--- config.mk ---
export PLATFORM = sky130hd
export DESIGN_NAME = ascii_word_packer_v
export DESIGN_NICKNAME = d
export VERILOG_FILES = /design/src/rtl/ascii_word_packer_v_pkg.sv /design/src/rtl/ascii_case_fold_v.sv /design/src/rtl/ascii_word_packer_v.sv
export SDC_FILE = /design/constraint.sdc
export NUM_CORES = 1
export LEC_CHECK = 0
export CORE_UTILIZATION = 47
export CTS_CLUSTER_SIZE = 20
export DETAILED_ROUTE_END_ITERATION = 8
export MAX_ROUTING_LAYER = met4
export PLACE_DENSITY = 0.75
export SYNTH_ARGS = -nofsm -noshare
export SYNTH_HDL_FRONTEND = slang
export SYNTH_SLANG_ARGS = --single-unit
--- constraint.sdc ---
create_clock -name clk -period 1.81 [get_ports clk]
set_clock_uncertainty 0.05 [all_clocks]
set_input_delay 0.362 -clock clk [delete_from_list [all_inputs] [get_ports clk]]
set_output_delay 0.362 -clock clk [all_outputs]
set_load 0.005 [all_outputs]
--- src/rtl/ascii_word_packer_v_pkg.sv ---
// ascii_word_packer_v_pkg
//   Shared definitions for the ASCII word packer: default geometry, FSM
//   state encoding and the ASCII constants used by the optional case folder.
//   (Plays the role of the shop_defs.vh header for this block.)
package ascii_word_packer_v_pkg;

  // Default geometry: three 8-bit characters per word.
  localparam int CHARS_DEF  = 3;
  localparam int CHAR_W_DEF = 8;

  // Packer FSM state. ST_ACC gathers characters. ST_PEND holds a completed
  // word in the assembly register while the output slot is still occupied.
  typedef enum logic {
    ST_ACC  = 1'b0,
    ST_PEND = 1'b1
  } packer_state_e;

  // ASCII constants for lower-to-upper case folding.
  localparam logic [7:0] ASCII_LC_A     = 8'h61;  // 'a'
  localparam logic [7:0] ASCII_LC_Z     = 8'h7A;  // 'z'
  localparam logic [7:0] ASCII_CASE_OFS = 8'h20;  // 'a' - 'A'

  // True for the lower-case letters 'a'..'z'.
  function automatic logic is_lower(input logic [7:0] c);
    return (c >= ASCII_LC_A) && (c <= ASCII_LC_Z);
  endfunction

endpackage

--- src/rtl/ascii_case_fold_v.sv ---
// ascii_case_fold_v
//   Combinational 8-bit ASCII case folder. It maps 'a'..'z' to 'A'..'Z'.
//   All other codes pass through unchanged.
//   Ports:
//     ch      in   8  character to fold
//     folded  out  8  folded character
module ascii_case_fold_v
  import ascii_word_packer_v_pkg::*;
(
  input  logic [7:0] ch,
  output logic [7:0] folded
);

  assign folded = is_lower(ch) ? (ch - ASCII_CASE_OFS) : ch;

endmodule

--- src/rtl/ascii_word_packer_v.sv ---
// ascii_word_packer_v
//   Packs a valid/ready stream of CHAR_W-bit characters into CHARS-character
//   words. The first character received lands in the most significant
//   position. A word cut short by i_last is right-aligned and zero-filled in
//   its upper characters. The output word is registered and held under
//   backpressure. One completed word can wait in the assembly register while
//   the output slot is occupied.
//
//   Optional feature: define PACKER_UPCASE_EN to fold 'a'..'z' to upper case
//   before packing. The fold applies only when CHAR_W == 8.
//
//   Handshakes. Input and output use the same valid/ready rule. A transfer
//   happens on the rising edge where valid and ready are both high. The
//   producer holds its data stable while valid is high and ready is low.
//   Input side: i_valid / o_in_ready. Output side: o_valid / i_out_ready.
//
//   Ports:
//     clk          in   1              rising-edge clock
//     rst_n        in   1              asynchronous active-low reset
//     i_char       in   CHAR_W         incoming character
//     i_valid      in   1              i_char / i_last valid
//     i_last       in   1              this character ends the word early
//     o_in_ready   out  1              packer accepts a character this cycle
//     o_code       out  CHARS*CHAR_W   packed word
//     o_len        out  LEN_W          real characters in o_code (1..CHARS)
//     o_valid      out  1              o_code / o_len valid
//     i_out_ready  in   1              downstream consumes the word this cycle
//     dbg_state    out  enum           current FSM state (observation only)
module ascii_word_packer_v
  import ascii_word_packer_v_pkg::*;
#(
  parameter  int CHARS  = CHARS_DEF,
  parameter  int CHAR_W = CHAR_W_DEF,
  localparam int WORD_W = CHARS * CHAR_W,
  localparam int LEN_W  = $clog2(CHARS + 1)
) (
  input  logic                clk,
  input  logic                rst_n,
  input  logic [CHAR_W-1:0]   i_char,
  input  logic                i_valid,
  input  logic                i_last,
  output logic                o_in_ready,
  output logic [WORD_W-1:0]   o_code,
  output logic [LEN_W-1:0]    o_len,
  output logic                o_valid,
  input  logic                i_out_ready,
  output packer_state_e       dbg_state
);

  packer_state_e     state;
  logic [WORD_W-1:0] asm_q;   // assembly register; holds the pending word in ST_PEND
  logic [LEN_W-1:0]  cnt;     // characters in asm_q; holds the full length in ST_PEND

  logic [CHAR_W-1:0] pack_char;
  logic [WORD_W-1:0] asm_next;
  logic [LEN_W-1:0]  cnt_next;
  logic              accept;
  logic              word_done;
  logic              slot_free;

  // Character conditioning ahead of the shift register.
`ifdef PACKER_UPCASE_EN
  generate
    if (CHAR_W == 8) begin : g_fold
      ascii_case_fold_v u_fold (
        .ch     (i_char),
        .folded (pack_char)
      );
    end else begin : g_pass
      assign pack_char = i_char;
    end
  endgenerate
`else
  assign pack_char = i_char;
`endif

  assign o_in_ready = (state == ST_ACC);
  assign dbg_state  = state;

  assign accept    = i_valid && o_in_ready;
  assign asm_next  = {asm_q[(CHARS-1)*CHAR_W-1:0], pack_char};
  assign cnt_next  = cnt + LEN_W'(1);
  // A word is complete when it fills up or when i_last ends it early.
  assign word_done = (cnt == LEN_W'(CHARS - 1)) || i_last;
  // The slot can take a new word if it is empty or drains on this edge.
  assign slot_free = !o_valid || i_out_ready;

  always_ff @(posedge clk or negedge rst_n) begin
    if (!rst_n) begin
      state   <= ST_ACC;
      asm_q   <= '0;
      cnt     <= '0;
      o_code  <= '0;
      o_len   <= '0;
      o_valid <= 1'b0;
    end else begin
      case (state)
        ST_ACC: begin
          // Release the slot on a drain. A word loaded on the same edge
          // overrides this below, so o_valid stays high.
          if (i_out_ready) o_valid <= 1'b0;
          if (accept) begin
            if (word_done && slot_free) begin
              o_code  <= asm_next;
              o_len   <= cnt_next;
              o_valid <= 1'b1;
              asm_q   <= '0;
              cnt     <= '0;
            end else if (word_done) begin
              // The slot is busy. Park the finished word, then stop input.
              asm_q <= asm_next;
              cnt   <= cnt_next;
              state <= ST_PEND;
            end else begin
              asm_q <= asm_next;
              cnt   <= cnt_next;
            end
          end
        end
        ST_PEND: begin
          // The slot is always full here. Replace the word when it drains.
          if (i_out_ready) begin
            o_code  <= asm_q;
            o_len   <= cnt;
            o_valid <= 1'b1;
            asm_q   <= '0;
            cnt     <= '0;
            state   <= ST_ACC;
          end
        end
        default: state <= ST_ACC;
      endcase
    end
  end

endmodule
==> out/results.tsv <==
stage	metric	value	unit
synthesis	yosys_register_bits	54	
cts	clockBufferDepth	2	
placed_design	place_hpwl	3210	microns
cts	worstSkewPairLatency	290	ps
finish	final_common_cell	dfrtp_1	
drt	first_iter_violations	45	
synthesis	syn-num-nets	175	
global_routing	grt_pass1_vias	1642	
global_routing	gr-total-overflow	0	
placed_design	io_buffers	41	
cts	hold_buffers	0	
cts	cts_root_buffer	clkbuf_8	
sta	relSlewSlack	81.4	%
finish	drive_gt1_share	40.9	%
sta	tightest_slew	280	ps
sta	min_period	1820	ps
setup_path	path_max_fanout	7	
power	swShare	27.6	%
setup_path	arrival	1950	ps
floorplan	start_util	49.0	%
setup_path	criticalPathCategory	register to register	
synthesis	yosysWarnings	0	
floorplan	core	0.00514	sq mm
finish	diodes	0	
cts	cts_tree	done	
drt	vias	1545	
sta	hold_viol	6	
setup_path	worst_path_max_delay_cell	dfrtp_1	
setup_path	critPathLaunchType	register	
floorplan	dieArea	0.00566	sq mm
finish	nFillCells	402	
drt	via_per_inst	5.33	
setup_path	cpLargestDelayFamily	compound AO/OA/AOI/OAI gates	
placed_design	dp.cells	272	
cts	cts.sinks	54	
sta	worst_hold_slack	-7.30	ps
synthesis	synth_cell_types	23	
sta	setup_tns	-15.8	ps
finish	final_cell_mix	dfrtp_1, clkdlybuf4s50_1, mux2_4	
synthesis	netlist_area	0.00252	sq mm
sta	fmax	0.550	GHz
synthesis	ys_seq_area_share	53.6	%
setup_path	rrSetupSlack	-7	ps
drt	routedWlPerCell	18.0	microns
global_routing	grt_pass1_wl	8130	microns
global_routing	grt_use_total	20.0	%
global_routing	antenna_found_initial	0	
sta	period_share	100	%
drt	wl	5210	microns
setup_path	max_stage_delay	390	ps
synthesis	postSynthAreaPerCell	15.7	sq um
power	peakVddDrop	0.913	mV
sta	finalSetupViolations	4	
placed_design	place_congestion	0.758	
status	status	finished with violations	
setup_path	r2r_cells	7	
status	failed_checks	negative hold slack, negative setup slack	
power	power.leakage	1.55	nW
synthesis	synthesis.instances	161	
drt	antenna_left	0	
power	clkPwrFrac	16.9	%
sta	rsz0062_at_grt	yes	
flow_run	maxCapViolations	0	
cts	htreeDepth	2	
setup_path	r2r_end	o_code[22]$_DFFE_PN0P_	
floorplan	rows	26	
placed_design	pre_cts_ws	-131	ps
setup_path	worstPathRequired	1950	ps
cts	numCtsBuffers	5	
power	power.switching	1.27	mW
setup_path	crit_top_cell	buf_12	
finish	nets	233	
drt	drtPass1Iterations	6	
finish	utilization	64.3	%
worst_hold_path	hold_path_class	input port to async pin	
finish	final_cell_count_no_fill	290	
power	p_int	3.34	mW
setup_path	reg2reg_from	cnt[0]$_DFFE_PN0P_	
power	comb_power_share	41.8	%
power	power_frac_seq	41.3	%
floorplan	die_width	75.2	microns
floorplan	io_pins	42	
finish	syn2layout_area_growth	31.2	%
global_routing	grt_max_degree	55	
power	power.density	1400	mW/mm^2
drt	drc	0	
floorplan	chipHeight	75.2	microns
setup_path	path_buf_inv	3	
setup_path	cp_cell_sequence	inv_2 -> ha_4 -> o21a_1 -> o22ai_4 -> buf_12 -> buf_12 -> mux2_2	
sta	fin_ws	-6.56	ps
setup_path	cp-end-kind	register	
sta	slew_viol_final	0	
cts	clkTransAtPathRegs	90	ps
==> worst max-delay path by stage <==
stage                                         to  cells past startpoint                 from  slack (ps)
after global routing      o_code[22]$_DFFE_PN0P_                      7   cnt[0]$_DFFE_PN0P_         -70
after global placement    o_code[22]$_DFFE_PN0P_                      5               i_last        -110
after CTS                 o_code[22]$_DFFE_PN0P_                      5  dbg_state$_DFF_PN0_         -10
after floorplan            o_code[0]$_DFFE_PN0P_                      6   cnt[0]$_DFFE_PN0P_          40
after detailed placement  o_code[22]$_DFFE_PN0P_                      5               i_last        -130
final                     o_code[22]$_DFFE_PN0P_                      7   cnt[0]$_DFFE_PN0P_          -7
==> sequential cells by signal, indices dropped and copies added, names as in the netlist <==
name / flops
o_len: 2
o_code: 24
dbg_state: 1
o_valid: 1
cnt: 2
asm_q: 24
==> stage by stage <==
step | total power, mW | instance area [sq um]
2_1_floorplan | 2.82 | 2520
3_3_place_gp | 3.59 | 3050
3_5_place_dp | 3.65 | 3050
4_1_cts | 4.49 | 3210
5_1_grt | 4.86 | 3310
6_report | 4.62 | 3310
==> Yosys cell counts <==
cell      count  area [sq um]
nor2_1        2          7.51
buf_6         3          33.8
o21ai_0       1          5.00
xnor2_1       1          8.76
mux2_4       25           375
nand2_1       2          7.51
and2_1        1          6.26
o21a_1        1          7.51
or2_2         1          6.26
buf_12        4          80.1
a22o_1       25           219
o22ai_4       1          20.0
mux2_2       26           293
dfrtp_1      54          1350
buf_2         4          20.0
ha_1          1          12.5
inv_1         3          11.3
o211ai_1      1          7.51
a21oi_1       1          5.00
nor2_2        1          6.26
a21oi_4       1          16.3
nand2b_1      1          6.26
nand2b_4      1          13.8
==> power groups by stage <==
stage	combinational, mW	clock (mW)	sequential (mW)
5_1_grt	2.07	0.835	1.96
4_1_cts	1.80	0.792	1.89
6_report	1.93	0.779	1.91
3_3_place_gp	1.70	0	1.88
3_5_place_dp	1.75	0	1.90
2_1_floorplan	0.949	0	1.87
==> logic make-up (layout without fill, tap and decap cells) <==
| kind of cell | after synthesis | in the layout | share of synthesized area [%] |
|---|---|---|---|
| xor gates and xnor gates | 1 | 1 | 0.348 |
| muxes | 51 | 51 | 26.5 |
| and+or+nand+nor | 9 | 9 | 2.14 |
| adders and majority gates | 1 | 1 | 0.496 |
| buffers and inverters | 14 | 73 | 5.76 |
| AOI/OAI and AO/OA | 31 | 31 | 11.1 |
| DFF | 54 | 54 | 53.6 |
==> layout make-up <==
type                            instances  area, sq um  area share, %
Clock buffer                            5         68.8           2.08
Clock inverter                          3         40.0           1.21
Inverter                                3         11.3          0.341
Sequential cell                        54         1350           41.0
Tap cell                               70         87.6           2.65
Multi-Input combinational cell         93         1040           31.6
Timing Repair Buffer                   62          701           21.2
==> per-layer routing <==
layer / share of wire (%) / GRT usage, % / vias to the layer above / routed length (microns)
met2: 50 / 31.0 / 39 / 2610
met4: 1.8 / 7.61 / 0 / 96
met5: 0 / - / - / 0
met3: 2.5 / 3.35 / 8 / 129
li1: - / - / 703 / -
met1: 45 / 26.6 / 795 / 2370
==> repair_timing <==
action / 4_1_cts / 5_1_grt
endpoints found under the setup margin: 8 / 27
resized for setup: 4 / 5
pin swaps: 0 / 2
setup buffers: 2 / 6
gates cloned: 1 / 2
Note: power is estimated with default switching activity, not from simulation.
